[src/rtl/multiport_ram_2w2r_if.sv]
// ---------------------------------------------------------------------------
// multiport_ram_2w2r_if
// Bus bundle for the 2-write / 2-read multiported RAM.
//   Write agent K (K=1,2): wrenK, wraddrK, wrdataK   (master -> slave)
//   Read agent J  (J=1,2): rdenJ, rdaddrJ            (master -> slave)
//                          rddataJ, rdcollisionJ     (slave  -> master)
//   rdcollisionJ[0] = write/write collision recorded for the read address
//   rdcollisionJ[1] = read hit an address being written in the same cycle
// ---------------------------------------------------------------------------
interface multiport_ram_2w2r_if #(
    parameter int ADDR_WIDTH = 3,
    parameter int DATA_WIDTH = 32
);
    logic                  wren1;
    logic [ADDR_WIDTH-1:0] wraddr1;
    logic [DATA_WIDTH-1:0] wrdata1;
    logic                  wren2;
    logic [ADDR_WIDTH-1:0] wraddr2;
    logic [DATA_WIDTH-1:0] wrdata2;
    logic                  rden1;
    logic [ADDR_WIDTH-1:0] rdaddr1;
    logic [DATA_WIDTH-1:0] rddata1;
    logic [1:0]            rdcollision1;
    logic                  rden2;
    logic [ADDR_WIDTH-1:0] rdaddr2;
    logic [DATA_WIDTH-1:0] rddata2;
    logic [1:0]            rdcollision2;

    modport master (
        output wren1, wraddr1, wrdata1, wren2, wraddr2, wrdata2,
        output rden1, rdaddr1, rden2, rdaddr2,
        input  rddata1, rdcollision1, rddata2, rdcollision2
    );

    modport slave (
        input  wren1, wraddr1, wrdata1, wren2, wraddr2, wrdata2,
        input  rden1, rdaddr1, rden2, rdaddr2,
        output rddata1, rdcollision1, rddata2, rdcollision2
    );
endinterface

[src/rtl/multiport_ram_2w2r.sv]
// ---------------------------------------------------------------------------
// multiport_ram_2w2r
// Two-write / two-read multiported synchronous RAM built from four simple
// dual-port banks (one per write agent per read agent) and a live-value
// table (LVT) that remembers which write agent last wrote each address.
// Ports:
//   aclk    - single clock
//   aresetn - asynchronous active-low reset (clears LVT and read outputs;
//             bank contents are not reset)
//   bus     - multiport_ram_2w2r_if.slave: write agents 1/2, read agents 1/2
// Reads are registered with latency 1 and are read-before-write.
// ---------------------------------------------------------------------------
module multiport_ram_2w2r #(
    parameter int ADDR_WIDTH      = 3,
    parameter int RAM_DEPTH       = 2**ADDR_WIDTH,
    parameter int DATA_WIDTH      = 32,
    parameter int WRITE_COLLISION = 1,
    parameter int READ_COLLISION  = 1
) (
    input  logic                 aclk,
    input  logic                 aresetn,
    multiport_ram_2w2r_if.slave  bus
);

    // Elaboration-time parameter legality checks
    generate
        if ((WRITE_COLLISION != 32'sd0) && (WRITE_COLLISION != 32'sd1)) begin : g_bad_wc
            $error("multiport_ram_2w2r: WRITE_COLLISION must be 0 or 1");
        end
        if ((READ_COLLISION != 32'sd0) && (READ_COLLISION != 32'sd1)) begin : g_bad_rc
            $error("multiport_ram_2w2r: READ_COLLISION must be 0 or 1");
        end
        if (RAM_DEPTH > (2**ADDR_WIDTH)) begin : g_bad_depth
            $error("multiport_ram_2w2r: RAM_DEPTH must not exceed 2**ADDR_WIDTH");
        end
    endgenerate

    localparam logic                WR_COL_EN = (WRITE_COLLISION == 32'sd1);
    localparam logic                RD_COL_EN = (READ_COLLISION == 32'sd1);
    localparam logic [ADDR_WIDTH:0] DEPTH_LIM = RAM_DEPTH[ADDR_WIDTH:0];

    // True when the address maps onto a physical word
    function automatic logic f_in_range(input logic [ADDR_WIDTH-1:0] addr);
        return ({1'b0, addr} < DEPTH_LIM);
    endfunction

    // Banks: r_bankK_pJ is written by agent K and read only by read port J
    logic [DATA_WIDTH-1:0] r_bank1_p1 [RAM_DEPTH];
    logic [DATA_WIDTH-1:0] r_bank1_p2 [RAM_DEPTH];
    logic [DATA_WIDTH-1:0] r_bank2_p1 [RAM_DEPTH];
    logic [DATA_WIDTH-1:0] r_bank2_p2 [RAM_DEPTH];

    // LVT: select bit (0 = agent 1, 1 = agent 2) and collision bit per word
    logic [RAM_DEPTH-1:0]  r_lvt_sel;
    logic [RAM_DEPTH-1:0]  r_lvt_col;

    logic [DATA_WIDTH-1:0] r_rddata1;
    logic [DATA_WIDTH-1:0] r_rddata2;
    logic [1:0]            r_rdcol1;
    logic [1:0]            r_rdcol2;

    logic                  w_wr1_ok;
    logic                  w_wr2_ok;
    logic                  w_wr_same;
    logic                  w_rdcol1;
    logic                  w_rdcol2;

    // Qualified write strobes and write/write same-address detect
    always_comb begin
        w_wr1_ok  = bus.wren1 & f_in_range(bus.wraddr1);
        w_wr2_ok  = bus.wren2 & f_in_range(bus.wraddr2);
        w_wr_same = w_wr1_ok & w_wr2_ok & (bus.wraddr1 == bus.wraddr2);
    end

    // Read/write same-cycle detect for each read port
    always_comb begin
        w_rdcol1 = 1'b0;
        w_rdcol2 = 1'b0;
        if (RD_COL_EN) begin
            w_rdcol1 = (bus.wren1 & (bus.wraddr1 == bus.rdaddr1)) |
                       (bus.wren2 & (bus.wraddr2 == bus.rdaddr1));
            w_rdcol2 = (bus.wren1 & (bus.wraddr1 == bus.rdaddr2)) |
                       (bus.wren2 & (bus.wraddr2 == bus.rdaddr2));
        end else begin
            w_rdcol1 = 1'b0;
            w_rdcol2 = 1'b0;
        end
    end

    // Bank write ports; no reset so these map onto block RAM
    always_ff @(posedge aclk) begin
        if (w_wr1_ok) begin
            r_bank1_p1[bus.wraddr1] <= bus.wrdata1;
            r_bank1_p2[bus.wraddr1] <= bus.wrdata1;
        end
        if (w_wr2_ok) begin
            r_bank2_p1[bus.wraddr2] <= bus.wrdata2;
            r_bank2_p2[bus.wraddr2] <= bus.wrdata2;
        end
    end

    // LVT update; on a same-address collision agent 1 owns the word
    always_ff @(posedge aclk or negedge aresetn) begin
        if (!aresetn) begin
            r_lvt_sel <= {RAM_DEPTH{1'b0}};
            r_lvt_col <= {RAM_DEPTH{1'b0}};
        end else if (w_wr_same) begin
            r_lvt_sel[bus.wraddr1] <= 1'b0;
            r_lvt_col[bus.wraddr1] <= WR_COL_EN;
        end else begin
            if (w_wr1_ok) begin
                r_lvt_sel[bus.wraddr1] <= 1'b0;
                r_lvt_col[bus.wraddr1] <= 1'b0;
            end
            if (w_wr2_ok) begin
                r_lvt_sel[bus.wraddr2] <= 1'b1;
                r_lvt_col[bus.wraddr2] <= 1'b0;
            end
        end
    end

    // Read port 1: bank data and LVT sampled on the same edge (old values)
    always_ff @(posedge aclk or negedge aresetn) begin
        if (!aresetn) begin
            r_rddata1 <= {DATA_WIDTH{1'b0}};
            r_rdcol1  <= 2'b00;
        end else if (bus.rden1) begin
            r_rddata1 <= r_lvt_sel[bus.rdaddr1] ? r_bank2_p1[bus.rdaddr1]
                                                : r_bank1_p1[bus.rdaddr1];
            r_rdcol1  <= {w_rdcol1, r_lvt_col[bus.rdaddr1]};
        end
    end

    // Read port 2: same structure as port 1 on its own bank replicas
    always_ff @(posedge aclk or negedge aresetn) begin
        if (!aresetn) begin
            r_rddata2 <= {DATA_WIDTH{1'b0}};
            r_rdcol2  <= 2'b00;
        end else if (bus.rden2) begin
            r_rddata2 <= r_lvt_sel[bus.rdaddr2] ? r_bank2_p2[bus.rdaddr2]
                                                : r_bank1_p2[bus.rdaddr2];
            r_rdcol2  <= {w_rdcol2, r_lvt_col[bus.rdaddr2]};
        end
    end

    assign bus.rddata1      = r_rddata1;
    assign bus.rdcollision1 = r_rdcol1;
    assign bus.rddata2      = r_rddata2;
    assign bus.rdcollision2 = r_rdcol2;

endmodule

[src/flat_wrapper.sv]
// flat-port wrapper written by rule: the top's interface ports become plain ports
module multiport_ram_2w2r_flat 
#(
    parameter int ADDR_WIDTH      = 3,
    parameter int RAM_DEPTH       = 2**ADDR_WIDTH,
    parameter int DATA_WIDTH      = 32,
    parameter int WRITE_COLLISION = 1,
    parameter int READ_COLLISION  = 1
)
  (aclk, aresetn, bus_wren1, bus_wraddr1, bus_wrdata1, bus_wren2, bus_wraddr2, bus_wrdata2, bus_rden1, bus_rdaddr1, bus_rden2, bus_rdaddr2, bus_rddata1, bus_rdcollision1, bus_rddata2, bus_rdcollision2);
  multiport_ram_2w2r_if #(.ADDR_WIDTH(ADDR_WIDTH), .DATA_WIDTH(DATA_WIDTH)) bus_i ();
  input  logic aclk;
  input  logic aresetn;
  input wire logic [$bits(bus_i.wren1)-1:0] bus_wren1;
  input wire logic [$bits(bus_i.wraddr1)-1:0] bus_wraddr1;
  input wire logic [$bits(bus_i.wrdata1)-1:0] bus_wrdata1;
  input wire logic [$bits(bus_i.wren2)-1:0] bus_wren2;
  input wire logic [$bits(bus_i.wraddr2)-1:0] bus_wraddr2;
  input wire logic [$bits(bus_i.wrdata2)-1:0] bus_wrdata2;
  input wire logic [$bits(bus_i.rden1)-1:0] bus_rden1;
  input wire logic [$bits(bus_i.rdaddr1)-1:0] bus_rdaddr1;
  input wire logic [$bits(bus_i.rden2)-1:0] bus_rden2;
  input wire logic [$bits(bus_i.rdaddr2)-1:0] bus_rdaddr2;
  output wire logic [$bits(bus_i.rddata1)-1:0] bus_rddata1;
  output wire logic [$bits(bus_i.rdcollision1)-1:0] bus_rdcollision1;
  output wire logic [$bits(bus_i.rddata2)-1:0] bus_rddata2;
  output wire logic [$bits(bus_i.rdcollision2)-1:0] bus_rdcollision2;
  assign bus_i.wren1 = bus_wren1;
  assign bus_i.wraddr1 = bus_wraddr1;
  assign bus_i.wrdata1 = bus_wrdata1;
  assign bus_i.wren2 = bus_wren2;
  assign bus_i.wraddr2 = bus_wraddr2;
  assign bus_i.wrdata2 = bus_wrdata2;
  assign bus_i.rden1 = bus_rden1;
  assign bus_i.rdaddr1 = bus_rdaddr1;
  assign bus_i.rden2 = bus_rden2;
  assign bus_i.rdaddr2 = bus_rdaddr2;
  assign bus_rddata1 = bus_i.rddata1;
  assign bus_rdcollision1 = bus_i.rdcollision1;
  assign bus_rddata2 = bus_i.rddata2;
  assign bus_rdcollision2 = bus_i.rdcollision2;
  multiport_ram_2w2r #(.ADDR_WIDTH(ADDR_WIDTH), .RAM_DEPTH(RAM_DEPTH), .DATA_WIDTH(DATA_WIDTH), .WRITE_COLLISION(WRITE_COLLISION), .READ_COLLISION(READ_COLLISION)) u_core (.aclk(aclk), .aresetn(aresetn), .bus(bus_i));
endmodule
[config.mk]
export PLATFORM = sky130hd
export DESIGN_NAME = multiport_ram_2w2r_flat
export DESIGN_NICKNAME = d
export VERILOG_FILES = /design/src/rtl/multiport_ram_2w2r_if.sv /design/src/rtl/multiport_ram_2w2r.sv /design/src/flat_wrapper.sv
export SDC_FILE = /design/constraint.sdc
export NUM_CORES = 1
export LEC_CHECK = 0
export ABC_AREA = 1
export CAP_MARGIN = 15
export CORE_ASPECT_RATIO = 1.4
export CORE_UTILIZATION = 40
export CTS_BUF_LIST = sky130_fd_sc_hd__clkbuf_16
export CTS_CLUSTER_SIZE = 14
export DETAILED_ROUTE_END_ITERATION = 12
export GPL_ROUTABILITY_DRIVEN = 0
export PLACE_DENSITY = 0.59
export SLEW_MARGIN = 10
export SYNTH_ARGS = -nofsm -noshare
export SYNTH_HDL_FRONTEND = slang
export SYNTH_SLANG_ARGS = --single-unit
[constraint.sdc]
create_clock -name aclk -period 1.57 [get_ports aclk]
set_clock_uncertainty 0.2 [all_clocks]
set_input_delay 0.3925 -clock aclk [delete_from_list [all_inputs] [get_ports aclk]]
set_output_delay 0.3925 -clock aclk [all_outputs]
set_load 0.03 [all_outputs]
# After elaboration in Yosys (flattened, before gate mapping)
# Memory sizes are Yosys's and may differ from the RTL's.
# Index checks and enable logic that the tools add are counted.
[totals]
reg_bits = 84
ram_bits = 1024
output_inout_bits = 68
memories = 4
[classes]
n_lt_le_gt_ge = 6
eq_ne = 5
muxes = 26
bitwise = 15
n_reduce_logical = 2
[mem_list]
columns = ["name", "depth", "width", "read_ports", "rd_clocked_by_memory_dff", "write_ports", "line", "text"]
rows = [
  ["u_core.r_bank1_p1", 8, 32, 1, 0, 1, "multiport_ram_2w2r.sv:48", "logic [DATA_WIDTH-1:0] r_bank1_p1 [RAM_DEPTH];"],
  ["u_core.r_bank1_p2", 8, 32, 1, 0, 1, "multiport_ram_2w2r.sv:49", "logic [DATA_WIDTH-1:0] r_bank1_p2 [RAM_DEPTH];"],
  ["u_core.r_bank2_p1", 8, 32, 1, 0, 1, "multiport_ram_2w2r.sv:50", "logic [DATA_WIDTH-1:0] r_bank2_p1 [RAM_DEPTH];"],
  ["u_core.r_bank2_p2", 8, 32, 1, 0, 1, "multiport_ram_2w2r.sv:51", "logic [DATA_WIDTH-1:0] r_bank2_p2 [RAM_DEPTH];"],
]
[ops]
columns = ["operator", "count"]
rows = [
  ["$mux W32", 2],
  ["$mux W8", 8],
  ["$and A8 B8 Y8", 3],
  ["$lt A3 B4 Y1 const B", 4],
  ["$not A8 Y8", 2],
  ["$or A8 B8 Y8", 2],
  ["$eq A3 B3 Y1", 5],
  ["$bmux W1 S3", 4],
  ["$mux W1", 10],
  ["$and A1 B1 Y1", 6],
  ["$demux W1 S3", 2],
  ["$ge A3 B1 Y1 const B", 2],
  ["$logic_and A1 B1 Y1", 2],
  ["$or A1 B1 Y1", 2],
]

# Logic depth before layout (Yosys ltp)
# Gate-level depths: netlist of the first run.
[depth]
depth_word = 11
ltp_mapped = 12
depth_no_buf = 9

# Least setup slack after synthesis of the first run
# OpenSTA, ideal clock, no wires.
[synth_path]
kind = "input-to-reg"
startpoint = "in bus_wraddr1[2]"
endpoint = "reg u_core.r_lvt_sel[0]"
setup_ns = 0.122
arrival_ns = 2.532
t_required_ns = 1.248
path_slack_ns = -1.284
cell_stages = 7
n_path_buf = 1
cell_sequence = "buf_2 nor2_1 nand2_1 nor2_1 o21ai_0 nand2_1 o21ai_1"
[synth_between]
elab_chain_cells = 11
elab_cells_between_ends = 14
classes_between = "order compare (2); eq/ne (1); mux (6); bitwise (4); reduce/logical (1)"
[synth_lines]
columns = ["item", "line", "text"]
rows = [
  ["from (decl)", "flat_wrapper.sv:15", "input wire logic [$bits(bus_i.wraddr1)-1:0] bus_wraddr1;"],
  ["$lt A3 B4 Y1 (implied by the code) / $ge A3 B1 Y1 (equally long branches)", "multiport_ram_2w2r.sv:108, multiport_ram_2w2r.sv:112", ""],
  ["$logic_and A1 B1 Y1 (implied by the code)", "multiport_ram_2w2r.sv:108, multiport_ram_2w2r.sv:112", ""],
  ["$mux W1 (implied by the code)", "multiport_ram_2w2r.sv:108, multiport_ram_2w2r.sv:112", ""],
  ["$demux W1 S3", "n/a", ""],
  ["$not A8 Y8 (no source line)", "n/a", ""],
  ["$and A8 B8 Y8 (no source line)", "n/a", ""],
  ["$mux W8", "multiport_ram_2w2r.sv:111", "if (w_wr1_ok) begin"],
  ["$mux W8", "multiport_ram_2w2r.sv:107", "end else if (w_wr_same) begin"],
  ["$or A8 B8 Y8 (no source line)", "n/a", ""],
  ["$mux W8", "multiport_ram_2w2r.sv:115", "if (w_wr2_ok) begin"],
  ["$mux W8 *", "multiport_ram_2w2r.sv:107", ""],
  ["to (signal assigned)", "multiport_ram_2w2r.sv:105", "r_lvt_sel <= {RAM_DEPTH{1'b0}};"],
  ["to (decl)", "multiport_ram_2w2r.sv:54", "logic [RAM_DEPTH-1:0] r_lvt_sel;"],
]
# Every way passes the cells marked *; elsewhere a longest branch is shown, timed or not. The select of a mux whose other input is x is not followed.
# A chain may end at the register's enable or synchronous reset.

# Worst setup path in the final report of the first run
[layout_path]
startpoint = "reg u_core.r_rddata2[19] (netlist: u_core.bus.rddata2[19])"
endpoint = "out bus_rddata2[19]"
[layout_rtl]
columns = ["item", "line", "text"]
rows = [
  ["from (decl)", "multiport_ram_2w2r.sv:58", "logic [DATA_WIDTH-1:0] r_rddata2;"],
  ["from (signal assigned)", "multiport_ram_2w2r.sv:137", "r_rddata2 <= {DATA_WIDTH{1'b0}};"],
  ["from (signal assigned)", "multiport_ram_2w2r.sv:140", "r_rddata2 <= r_lvt_sel[bus.rdaddr2] ? r_bank2_p2[bus.rdaddr2]"],
  ["to (decl)", "flat_wrapper.sv:26", "output wire logic [$bits(bus_i.rddata2)-1:0] bus_rddata2;"],
]
# No word-level cell between the ends.

==> impl_metrics.toml, run 1 <==
[run_status]
status = "complete, but fails checks"
violations = "setup timing"

[critical_path]
critPathLaunchType = "flip-flop"
crit_fanout = 2
required_ns = 0.98
rr_endpoint = "u_core.bus.rddata2[25]"
cp-end-kind = "primary output"
critPathMaxStageDelay_ns = 0.47
reg2reg_slack_ns = -0.20
cp_data_arrival_time_ns = 1.27
crit_buf_inv = 1
worst_path_max_delay_cell = "dfrtp_2"
cp_cell_sequence = "buf_12"
ff2ff_path_depth = 10
path_class = "reg2out"
cp_top_family = "flip-flops"
reg2reg_from = "u_core.r_lvt_sel[6]"

[synthesis]
synth.area.top_cells = "edfxtp_1 (49%), nand2_1 (18%), nand3_1 (14%)"
async_reset_ff_share_pct = 14.1
netlist_area_um2 = 31200
syn_avg_cell_area_um2 = 8.16
yosysUniqueCellTypes = 24
synth.most_common_cell = "nand2_1"
ys_warn_count = 0
syn_inst = 3817
synth.top_cell.area_share_pct = 49.3
ys.flop_type = "edfxtp_1"
synth_commonest_cells = "nand2_1 (1484), nand3_1 (862), inv_1 (536)"
yosysTopAreaCell = "edfxtp_1"
ys_seq_area_share_pct = 56.1
synth-edff-count = 512
synth_nets = 3899
ys_ff_latch = 596

[routing]
ant_nets = 0
viasPerCell = 5.25
drt_iter0_drc = 3331
dr.pass1.iters = 5
drc = 0
wl_per_cell_um = 20.5
wl_mm = 108
vias = 27626

[placement]
dp_hpwl_mm = 68.0
post-place-cells = 5069
io_buffers = 149

[floorplanning]
die_area_um2 = 79000
rows = 120
start_util_pct = 40.6
fp.dieH_um = 332
core_area_um2 = 76700
pin_count = 150
die_width_um = 238

[cts]
clk_path_buf_depth = 3
cts_buffers = 57
clk_latency_ns = 0.64
cts_root_buf = "clkbuf_16"
cts_tree = "built"
clock-sinks = 596
htreeDepth = 2
clk_pin_slew_ns = 0.07

[sta]
setup_viol = 132
fin_ws_ns = -0.295
slew_headroom_pct = 73.1
slew_violations = 0
clock.fmax_ghz = 0.536
hold_ws_ns = 0.0248
grt_setup_unrepaired = "yes"
final-hold-violation-count = 0
fin_crit_ns = 1.87
worstMarginPinSlew_ns = 0.402
min_period_over_period_pct = 119

[power_and_ir_drop]
power_density_nw_per_um2 = 1010
vdd_drop_max_mv = 0.838
p_leak_nw = 19.2
p_total_mw = 42.1

[hold_path]
holdCritPathClass = "in2async"

[finish]
fin_cells = 5258
nNetsFinal = 4257
fill_cells = 6661
syn2layout_area_growth_pct = 33.5
drive_above_1_share_pct = 20.2

[global_routing]
grt_pass1_wl_mm = 161
grt_overflow = 0
grtUsageTotal_pct = 27.1
grt_max_degree = 60
grt_antenna_before_repair = 4
grt_pass1_vias = 26231

[run]
cap_violations = 0
[area by class of cell]
| type | count | area (um2) | area share [%] |
|---|---|---|---|
| sequential | 596 | 17500 | 42.0 |
| multi-input combinational | 2437 | 12300 | 29.5 |
| timing repair buffer | 536 | 6630 | 15.9 |
| inverter | 547 | 2100 | 5.05 |
| clock buffer | 57 | 1430 | 3.43 |
| tap | 1037 | 1300 | 3.12 |
| clock inverter | 46 | 390 | 0.938 |
| antenna | 2 | 5.00 | 0.0120 |
[layout by cell type (no fill, tap or decap), types with 3 or more instances in the layout]
cell type        netlist  final
inv_1                536    533
clkinv_2               0     12
buf_16                 0      7
o31ai_1                6      6
a21oi_1               16     16
o22ai_1               10     10
clkbuf_16              0     57
nand3_4                0     25
inv_2                  7     14
dlygate4sd2_1          0      6
buf_6                  7     67
bufbuf_16              0      4
clkinvlp_4             0      5
o21ai_1                6      9
nand2_4                0     96
dfrtp_1               84     72
nor2_1                27      7
o21ai_0               16     13
nand3_2                0     56
bufinv_16              0      7
nor2_4                 0     19
clkinv_1               3     12
inv_4                  1      3
nand2_1             1484   1319
dfrtp_2                0     12
buf_12                 0    151
buf_8                  0      7
inv_8                  0      4
buf_4                 40    224
edfxtp_1             512    512
nand3_1              862    781
nand2_8                0     19
clkdlybuf4s50_1        0     66
nand2_2                5     55
[where the power goes]
group	switching [mW]	total [mW]	internal (mW)
logic	5.69	9.72	4.03
registers	0.495	18.5	18.1
clock network	6.14	13.8	7.70
total	12.3	42.1	29.8
[worst max path at each step]
stage                                 startpoint                       end  slack [ns]  cells after the start
after floorplan                   bus_wraddr1[2]       u_core.r_lvt_sel[1]       -0.28                      7
after global placement            bus_wraddr1[1]   u_core.r_bank1_p2[7][9]       -0.73                      5
after detailed placement          bus_wraddr1[1]  u_core.r_bank1_p2[7][10]       -0.72                      5
after CTS                 u_core.bus.rddata2[19]           bus_rddata2[19]       -0.31                      1
after global routing      u_core.bus.rddata2[19]           bus_rddata2[19]       -0.30                      1
final                     u_core.bus.rddata2[19]           bus_rddata2[19]       -0.30                      1
[through the flow]
stage	setup slack, ns	utilization, %	cell area, um2	setup TNS, ns
after floorplan	-0.285	-	31600	-120.43
after global placement	-0.725	47.8	36700	-359.24
after detailed placement	-0.716	47.8	36700	-361.20
after CTS	-0.311	53.3	40900	-22.42
after global routing	-0.305	54.2	41600	-25.85
final	-0.295	54.2	41600	-21.17
[sequential cells by signal, summed over array words and instances, names as in the netlist]
register	flops
u_core.r_lvt_col	8
u_core.r_bank2_p1	224
u_core.r_bank2_p2	32
u_core.bus.rddata2	32
u_core.r_lvt_sel	8
u_core.bus.rddata1	32
u_core.bus.rdcollision1	2
u_core.bus.rdcollision2	2
u_core.r_bank1_p2	256
[routing by layer]
metal / GRT usage, % / share of wire (%) / up-vias
met2: 45.0 / 48 / 1285
li1: - / - / 12971
met4: 11.3 / 4.3 / 4
met5: 0 / 0.025 / -
met1: 35.6 / 40 / 13110
met3: 3.32 / 7.5 / 256
[timing repair]
| item | CTS | global route |
|---|---|---|
| hold buffers | 3 | 0 |
| setup endpoints to repair | 293 | 141 |
| gates cloned | 20 | 0 |
| endpoints found under the hold margin | 89 | 0 |
| pin swaps | 73 | 100 |
| buffers inserted | 45 | 25 |
| gates resized for setup | 373 | 155 |
[kinds of logic after synthesis]
family	share of synthesized area [%]
AOI/OAI and AO/OA	1.08
buffers and inverters	10.7
DFF	56.1
and+or+nand+nor	32.2
Note: power is estimated with default switching activity, not from simulation.
==> run 2, diff against run 1 <==
--- a/config.mk
+++ b/config.mk
@@ -8,12 +8,13 @@
 export ABC_AREA = 1
 export CAP_MARGIN = 15
 export CORE_ASPECT_RATIO = 1.4
-export CORE_UTILIZATION = 40
+export CORE_MARGIN = 8
+export CORE_UTILIZATION = 45
 export CTS_BUF_LIST = sky130_fd_sc_hd__clkbuf_16
 export CTS_CLUSTER_SIZE = 14
 export DETAILED_ROUTE_END_ITERATION = 12
 export GPL_ROUTABILITY_DRIVEN = 0
-export PLACE_DENSITY = 0.59
+export PLACE_DENSITY = 0.64
 export SLEW_MARGIN = 10
 export SYNTH_ARGS = -nofsm -noshare
 export SYNTH_HDL_FRONTEND = slang
==> run 2 against run 1 <==
Effect of this change:
- the flow still finishes with violations (setup timing)
- sequential share of layout area down 0.24 points
- combinational power rose by 7%
- routed wire length up 5.7%
- largest power group unchanged
==> impl_metrics.toml, run 2 (synthesis gave the netlist of run 1 again) <==
[cts]
clock-sinks = 596
clk_path_buf_depth = 3
cts_tree = "built"
cts_root_buf = "clkbuf_16"
htreeDepth = 2
clk_latency_ns = 0.65
clk_pin_slew_ns = 0.07
cts_buffers = 57

[sta]
slew_violations = 0
fin_crit_ns = 1.89
clock.fmax_ghz = 0.530
worstMarginPinSlew_ns = 0.553
grt_setup_unrepaired = "yes"
hold_ws_ns = 0.0900
setup_viol = 132
slew_headroom_pct = 63.0
min_period_over_period_pct = 120
final-hold-violation-count = 0
fin_ws_ns = -0.315

[finish]
top_register = "u_core.r_bank1_p2"
final_cell_mix = "nand2_1 (1340), nand3_1 (781), inv_1 (531), edfxtp_1 (512), buf_4 (283)"
syn2layout_area_growth_pct = 34.2
final_common_cell = "nand2_1"
fin_cells = 5200
reg.largest.list = "u_core.r_bank1_p2 (256), u_core.r_bank2_p1 (224)"
utilization_pct = 60.8
largest_reg_flops = 256
nNetsFinal = 4302
drive_above_1_share_pct = 20.5

[routing]
dr.pass1.iters = 6
drc = 0
wl_mm = 114
wl_per_cell_um = 21.9
drt_iter0_drc = 3271
viasPerCell = 5.53
ant_nets = 0
vias = 28744

[critical_path]
cp-end-kind = "flip-flop"
path_class = "reg2reg"
cp_data_arrival_time_ns = 2.21
critPathLaunchType = "flip-flop"
crit_fanout = 5
required_ns = 1.89

[power_and_ir_drop]
seqPwrFrac_pct = 42.5
clkPwrFrac_pct = 33.7
vdd_drop_max_mv = 0.855
intPower_mw = 30.8
power.switching_mw = 12.8
p_leak_nw = 19.3
pwr-share-comb_pct = 23.8
p_total_mw = 43.6
p_sw_share_pct = 29.3
power_density_nw_per_um2 = 1040

[floorplanning]
rows = 114
die_width_um = 238
start_util_pct = 45.3
core_area_um2 = 68800
die_area_um2 = 78000
pin_count = 150
fp.dieH_um = 327

[run]
cap_violations = 0

[global_routing]
grt_antenna_before_repair = 7
grt_pass1_wl_mm = 169
grt_pass1_vias = 27807
grtUsageTotal_pct = 28.5
grt_max_degree = 55
grt_overflow = 0

[run_status]
violations = "setup timing"
status = "complete, but fails checks"

[placement]
post-place-cells = 4985
io_buffers = 149
dp_hpwl_mm = 76.1

[hold_path]
holdCritPathClass = "in2async"
run 2: cell types whose count changed in the layout (fill, tap and decap cells not counted), sizes merged, moves of 3 or more:
cell           change
buf               +42
bufbuf             -3
clkbuf             +6
clkdlybuf4s50      +3
dlygate4sd2        -3
run 2: cell type report:
| class | instances | area (um2) |
|---|---|---|
| Fill cell | 5712 | 26900 |
| Sequential cell | 596 | 17500 |
| Multi-Input combinational cell | 2439 | 12300 |
| Timing Repair Buffer | 579 | 6770 |
| Inverter | 547 | 2100 |
| Clock buffer | 61 | 1530 |
| Tap cell | 928 | 1160 |
| Clock inverter | 47 | 449 |
| Antenna cell | 3 | 7.51 |
run 2: final timing paths:
| kind | startpoint | end | slack [ns] | depth (start not counted) |
|---|---|---|---|---|
| setup / recovery | u_core.r_lvt_sel[7] | u_core.bus.rddata1[17] | -0.32 | 13 |
| hold / removal | aresetn | u_core.bus.rddata1[25] | 0.09 | 3 |
| setup reg to reg | u_core.r_lvt_sel[7] | u_core.bus.rddata1[17] | -0.32 | 13 |
| hold reg to reg | u_core.bus.rddata2[12] | u_core.bus.rddata2[12] | 0.31 | 2 |
| max in group asynchronous | aresetn | u_core.r_lvt_col[3] | 0.09 | 3 |
| min in group aclk | bus_wraddr1[0] | u_core.r_lvt_col[0] | 0.16 | 5 |
run 2: critical path, cell delays in order, from the launching register on:
cell	delay (ns)
dfrtp_1	0.42
inv_2	0.11
buf_6	0.10
nand2_2	0.04
nand3_2	0.08
buf_6	0.10
nand3_4	0.06
nand2_4	0.10
buf_6	0.12
buf_12	0.13
buf_8	0.12
nand2_4	0.07
nand3_4	0.07
nand2_1	0.05
run 2: power by group through the flow:
stage               clock network, mW  registers (mW)  logic, mW
finish                           14.7            18.5       10.4
global route                     15.4            18.6       10.9
CTS                              14.8            18.5       9.76
detailed placement                  0            18.8       7.64
global placement                    0            18.8       7.59
floorplan                           0            19.2       3.30
run 2: routing by layer:
layer  global-route usage, %  wire, um  up-vias
met4                    20.0      8760        8
met3                    4.89     10800      422
met5                       0        58        -
met2                    46.2     53600     1782
li1                        -         -    13067
met1                    34.2     40500    13465
run 2: per-stage QoR:
step	worst slack (ns)	cell area [um2]	TNS, ns
CTS	-0.305	41200	-28.66
global placement	-0.719	36600	-370.08
global route	-0.344	41800	-34.40
floorplan	-0.285	31600	-120.43
finish	-0.315	41800	-30.59
detailed placement	-0.749	36600	-376.09
run 2: repair_timing:
| action | CTS | global route |
|---|---|---|
| resized for setup | 404 | 94 |
| hold buffers | 2 | 0 |
| setup buffers | 63 | 30 |
| pin swaps | 64 | 70 |
| endpoints found under the setup margin | 277 | 178 |
| hold endpoints to repair | 84 | 0 |
| cloned | 15 | 2 |
